===== config.mk =====
export PLATFORM = sky130hd
export DESIGN_NAME = uart_rx_ctrl
export DESIGN_NICKNAME = d
export VERILOG_FILES = /design/src/rtl/uart_rx_ctrl.sv
export SDC_FILE = /design/constraint.sdc
export NUM_CORES = 1
export LEC_CHECK = 0
export CAP_MARGIN = 15
export CELL_PAD_IN_SITES_DETAIL_PLACEMENT = 1
export CELL_PAD_IN_SITES_GLOBAL_PLACEMENT = 1
export CORE_UTILIZATION = 30
export CTS_CLUSTER_SIZE = 24
export DETAILED_ROUTE_END_ITERATION = 7
export PLACE_DENSITY_LB_ADDON = 0.1
export SLEW_MARGIN = 5
export SYNTH_ARGS = -nofsm -noshare
export SYNTH_HDL_FRONTEND = slang
export SYNTH_SLANG_ARGS = --single-unit

===== constraint.sdc =====
create_clock -name CLK -period 2.1 [get_ports CLK]
set_input_delay 0.42 -clock CLK [delete_from_list [all_inputs] [get_ports CLK]]
set_output_delay 0.42 -clock CLK [all_outputs]
set_load 0.02 [all_outputs]

===== src/rtl/uart_rx_ctrl.sv =====
// UART receive sequencer: start-bit qualification, mid-bit sampling, LSB-first assembly,
// stop-bit check and valid/ready delivery. Optional parity stage under macro RX_PARITY_EN.
module uart_rx_ctrl #(
    parameter int DATA_BITS  = 8,
    parameter int OVERSAMPLE = 16
) (
    input  logic                 CLK,
    input  logic                 RST,
    input  logic                 RXC,
    input  logic                 RXD,
    input  logic                 DATA_READY,
    output logic [DATA_BITS-1:0] DATA_OUT,
    output logic                 DATA_VALID,
    output logic                 FRAME_ERR,
    output logic                 OVERRUN,
    output logic                 BUSY
`ifdef RX_PARITY_EN
    ,
    input  logic                 PARITY_ODD,
    output logic                 PARITY_ERR
`endif
);

    localparam int CW = $clog2(OVERSAMPLE);
    localparam int BW = (DATA_BITS > 1) ? $clog2(DATA_BITS) : 1;
    localparam logic [CW-1:0] MID_TICK = CW'(OVERSAMPLE / 2 - 1);
    localparam logic [CW-1:0] END_TICK = CW'(OVERSAMPLE - 1);
    localparam logic [BW-1:0] LAST_BIT = BW'(DATA_BITS - 1);

    typedef enum logic [2:0] {
        WAIT_HIGH,
        IDLE,
        START,
        DATA,
        STOP
`ifdef RX_PARITY_EN
        ,
        PARITY
`endif
    } state_t;

    state_t               state_reg, state_next;
    logic [CW-1:0]        cnt_reg, cnt_next;
    logic [BW-1:0]        bidx_reg, bidx_next;
    logic [DATA_BITS-1:0] shift_reg, shift_next;
    // One-cycle flags raised on the stop-sample edge; outputs follow one CLK later.
    logic                 deliver_reg, deliver_next;
    logic                 frame_pend_reg, frame_pend_next;
    logic [DATA_BITS-1:0] data_out_reg;
    logic                 valid_reg;
    logic                 frame_err_reg;
    logic                 overrun_reg;
`ifdef RX_PARITY_EN
    logic                 par_bad_reg, par_bad_next;
    logic                 par_pend_reg, par_pend_next;
    logic                 parity_err_reg;
`endif

    // State register and frame datapath
    always_ff @(posedge CLK or posedge RST) begin
        if (RST) begin
            state_reg      <= WAIT_HIGH;
            cnt_reg        <= '0;
            bidx_reg       <= '0;
            shift_reg      <= '0;
            deliver_reg    <= 1'b0;
            frame_pend_reg <= 1'b0;
`ifdef RX_PARITY_EN
            par_bad_reg    <= 1'b0;
            par_pend_reg   <= 1'b0;
`endif
        end else begin
            state_reg      <= state_next;
            cnt_reg        <= cnt_next;
            bidx_reg       <= bidx_next;
            shift_reg      <= shift_next;
            deliver_reg    <= deliver_next;
            frame_pend_reg <= frame_pend_next;
`ifdef RX_PARITY_EN
            par_bad_reg    <= par_bad_next;
            par_pend_reg   <= par_pend_next;
`endif
        end
    end

    // Next-state logic
    always_comb begin
        state_next      = state_reg;
        cnt_next        = cnt_reg;
        bidx_next       = bidx_reg;
        shift_next      = shift_reg;
        deliver_next    = 1'b0;
        frame_pend_next = 1'b0;
`ifdef RX_PARITY_EN
        par_bad_next    = par_bad_reg;
        par_pend_next   = 1'b0;
`endif
        case (state_reg)
            WAIT_HIGH: begin
                if (RXC && RXD) begin
                    state_next = IDLE;
                end
            end
            IDLE: begin
                if (RXC && !RXD) begin
                    state_next = START;
                    cnt_next   = '0;
                end
            end
            START: begin
                if (RXC) begin
                    if (cnt_reg == MID_TICK) begin
                        if (RXD) begin
                            state_next = IDLE;
                        end else begin
                            state_next = DATA;
                            cnt_next   = '0;
                            bidx_next  = '0;
                        end
                    end else begin
                        cnt_next = cnt_reg + CW'(1);
                    end
                end
            end
            DATA: begin
                if (RXC) begin
                    if (cnt_reg == END_TICK) begin
                        shift_next[bidx_reg] = RXD;
                        cnt_next             = '0;
                        if (bidx_reg == LAST_BIT) begin
`ifdef RX_PARITY_EN
                            state_next = PARITY;
`else
                            state_next = STOP;
`endif
                        end else begin
                            bidx_next = bidx_reg + BW'(1);
                        end
                    end else begin
                        cnt_next = cnt_reg + CW'(1);
                    end
                end
            end
`ifdef RX_PARITY_EN
            PARITY: begin
                if (RXC) begin
                    if (cnt_reg == END_TICK) begin
                        // Expected bit is XOR of data (inverted for odd); bad when sample differs.
                        par_bad_next = RXD ^ (^shift_reg) ^ PARITY_ODD;
                        cnt_next     = '0;
                        state_next   = STOP;
                    end else begin
                        cnt_next = cnt_reg + CW'(1);
                    end
                end
            end
`endif
            STOP: begin
                if (RXC) begin
                    if (cnt_reg == END_TICK) begin
                        cnt_next = '0;
                        if (RXD) begin
                            state_next = IDLE;
`ifdef RX_PARITY_EN
                            if (par_bad_reg) begin
                                par_pend_next = 1'b1;
                            end else begin
                                deliver_next = 1'b1;
                            end
`else
                            deliver_next = 1'b1;
`endif
                        end else begin
                            // Framing error wins over parity; wait for the line to recover.
                            frame_pend_next = 1'b1;
                            state_next      = WAIT_HIGH;
                        end
                    end else begin
                        cnt_next = cnt_reg + CW'(1);
                    end
                end
            end
            default: begin
                state_next = WAIT_HIGH;
            end
        endcase
    end

    // Host-side handshake and status pulses
    always_ff @(posedge CLK or posedge RST) begin
        if (RST) begin
            data_out_reg  <= '0;
            valid_reg     <= 1'b0;
            frame_err_reg <= 1'b0;
            overrun_reg   <= 1'b0;
`ifdef RX_PARITY_EN
            parity_err_reg <= 1'b0;
`endif
        end else begin
            frame_err_reg <= frame_pend_reg;
            overrun_reg   <= deliver_reg && valid_reg && !DATA_READY;
`ifdef RX_PARITY_EN
            parity_err_reg <= par_pend_reg;
`endif
            if (deliver_reg && (!valid_reg || DATA_READY)) begin
                data_out_reg <= shift_reg;
                valid_reg    <= 1'b1;
            end else if (valid_reg && DATA_READY) begin
                valid_reg <= 1'b0;
            end
        end
    end

    // Output logic
    always_comb begin
        BUSY       = (state_reg != WAIT_HIGH) && (state_reg != IDLE);
        DATA_OUT   = data_out_reg;
        DATA_VALID = valid_reg;
        FRAME_ERR  = frame_err_reg;
        OVERRUN    = overrun_reg;
`ifdef RX_PARITY_EN
        PARITY_ERR = parity_err_reg;
`endif
    end

endmodule


==> run summary <==
Status: finished, final reports clean
Worst Tran Pin Value: 472 ps
Sw power: 0.472 mW
Antenna-violating nets left: 0
Critical path fanouts, max: 10
Clock tree buffer depth: 2
Crit path time final: 2060 ps
Placed cell areas: 1810 um^2
Synth cell types: 37
RSZ-0062 raised after global routing: no
Final Hold Viols: 0
FF/Latch Area: 777 um^2
DP HPWL: 2.51 mm
Total Routing Usage GR: 15.0%
Slew Viols, Final: 0
Mean Syn Cell Area: 11.3 um^2
Main flop type after synthesis: dfrtp_1
Power Density: 801 nW/um^2
Sequential area share after synthesis: 50.3%
Initial DRC Count: 21
Synth-to-layout area growth: 23.2%
Max_cap viols: 0
Non-filler instance count after layout: 229
Hold_ws: 355 ps
Type of the most critical hold path: reg2reg
Finished layout cell area: 1900 um^2
Starting Density: 31.8%
Kind of critical path: reg2out
Pre-CTS WS: -15.9 ps
Die Y: 73.7 um
PortBufs: 16
Worst endpoint required time: 1680 ps
Syn Inst Count: 137
Multi-input gate area: 721 um^2
Hold Path Origin: frame_pend_reg
Logic pwr share: 21.7%
Worst Hold Depth: 0
Routed length per instance: 14.9 um
Clock Latency Late Sink: 280 ps
CTS Buf Count: 5
Clock network power share: 30.7%
Seq pwr share: 47.6%
Final GP Congestion: 0.772
Post-synth ARST share: 100%
Mapped Area: 1540 um^2
Largest net degree at the start of global routing: 32
Crit Reg-Reg Startpoint: cnt_reg[0]
Die W: 73.7 um
Top Ports: 17
P_int: 1.05 mW
Row cnt: 25
Reg clk slew, reported paths: 70 ps
Vias/cell: 4.95
Nets@finish: 170
CTS root buffer: clkbuf_8
Setup_tns: 0 ps
Arr. time, crit path: 1640 ps
Slowest stage cell, crit path: clkdlybuf4s50_1
Yosys top cell area share: 50.3%
Clk_skew: 7.19 ps
Maximum clock rate: 486 MHz
Final WS setup: 43.6 ps
Leakage power: 0.857 nW
Yosys top cell by area: dfrtp_1
CP Cell Sequence: or2_2, clkdlybuf4s50_1
Fill cells: 539
Diode count: 0
Reg-to-reg endpoint: shift_reg[6]
H-tree depth: 2
Net Count, Synth: 145
Share of cells above drive strength 1: 26.5%
Vias in the first global route: 1235
First-pass DRT Iterations: 4
Yosys warns: 0
CP max stage delay: 540 ps
Pwr Total: 1.52 mW
Sw Share: 31.0%
Global-route wire length before repair: 5.95 mm
Post-CTS Setup Bufs: 0
Placed cells: 222
CP Capture Type: output port
Die ar.: 5430 um^2
GRT overflow: 0
Worst Hold End: FRAME_ERR
Drt drc: 0
Dominant cells by area after synthesis: dfrtp_1 50%, mux2_2 13%, o21ai_0 2.9%
Maximum VDD drop: 0.000433 V
Final period utilization: 97.9%
Final WL: 3.41 mm
Setup violations, final: 0
Post-layout util: 39.2%
Core area: 4850 um^2
Max transition margin: 68.6%
FF-to-FF setup slack: 250 ps
EDFF count, synth: 0
Worst Reg-to-Reg Cells: 5
Initial antenna violation count: 0
Yosys reg bits: 31
CP startpoint kind: flip-flop
Via count of the routed design: 1134
CTS tree: built
TritonCTS Sinks: 31
[power groups by stage]
stage / Sequential [mW] / Combinational [mW] / Clock, mW
after CTS: 0.719 / 0.338 / 0.491
final: 0.724 / 0.330 / 0.467
after global placement: 0.728 / 0.328 / 0
after detailed placement: 0.730 / 0.337 / 0
after global routing: 0.732 / 0.375 / 0.520
after floorplan: 0.667 / 0.266 / 0
[final cells by class]
class                   count  share of cell area [%]
flip-flops and latches     31                    40.9
multi-input cells          97                    37.9
repair buffers             24                    11.6
well taps                  67                    4.41
clock buffers               6                    4.34
inverters                   3                   0.592
clock inverters             1                   0.263
[kinds of logic (layout without fill, tap and decap cells)]
logic type | after synthesis | count (layout) | share of synthesized area (%)
buffers and inverters | 9 | 34 | 3.00
flip-flops | 31 | 31 | 50.3
adder cells (fa/ha/maj) | 3 | 3 | 2.43
multiplexers | 19 | 19 | 14.1
AO/OA/AOI/OAI | 21 | 21 | 9.73
AND/OR/NAND/NOR | 54 | 54 | 20.4
[worst max path at each step]
| stage | endpoint | slack, ps | from |
|---|---|---|---|
| 6_report | BUSY | 40 | state_reg[2] |
| 5_1_grt | BUSY | 0.02 | state_reg[2] |
| 4_1_cts | BUSY | 6 | state_reg[1] |
| 3_5_place_dp | cnt_reg[1] | -20 | RXD |
| 3_3_place_gp | cnt_reg[2] | 30 | RXD |
| 2_1_floorplan | shift_reg[6] | 390 | cnt_reg[0] |
[cell usage in the layout, fill, tap and decap left out, drive strengths merged, types with 6 or more instances in the layout]
cell type / n
nand2: 7
clkbuf: 6
nor2: 7
nand3: 6
o21ai: 9
dfrtp: 31
mux2: 19
nand2b: 7
buf: 8
clkdlybuf4s50: 16
nor3: 6
[synthesized netlist by cell type, types with 4 or more instances]
library cell / n
buf_2: 4
dfrtp_1: 31
mux2_2: 18
nand2_1: 7
nand2b_1: 7
nand3_1: 5
nor2_1: 7
nor3_1: 5
o21ai_0: 9
[repair_timing]
item                                    CTS  global route
endpoints found under the setup margin    0             1
gates resized for setup                   0             1
hold buffers                              0             0
[layer usage]
layer | global-route usage (%) | up-vias | share of wire (%)
li1 | - | 544 | -
met3 | 4.53 | 5 | 2.8
met2 | 24.0 | 19 | 46
met1 | 19.3 | 566 | 50
met4 | 5.13 | 0 | 1.4
met5 | 0 | - | 0
[critical path: cells and delay by family, from the launching register on]
family	cells	cell delay, ps
buffers and inverters	1	540
flip-flops	1	490
AND/OR/NAND/NOR	1	340
No activity file was read; power rests on OpenSTA's default activity.
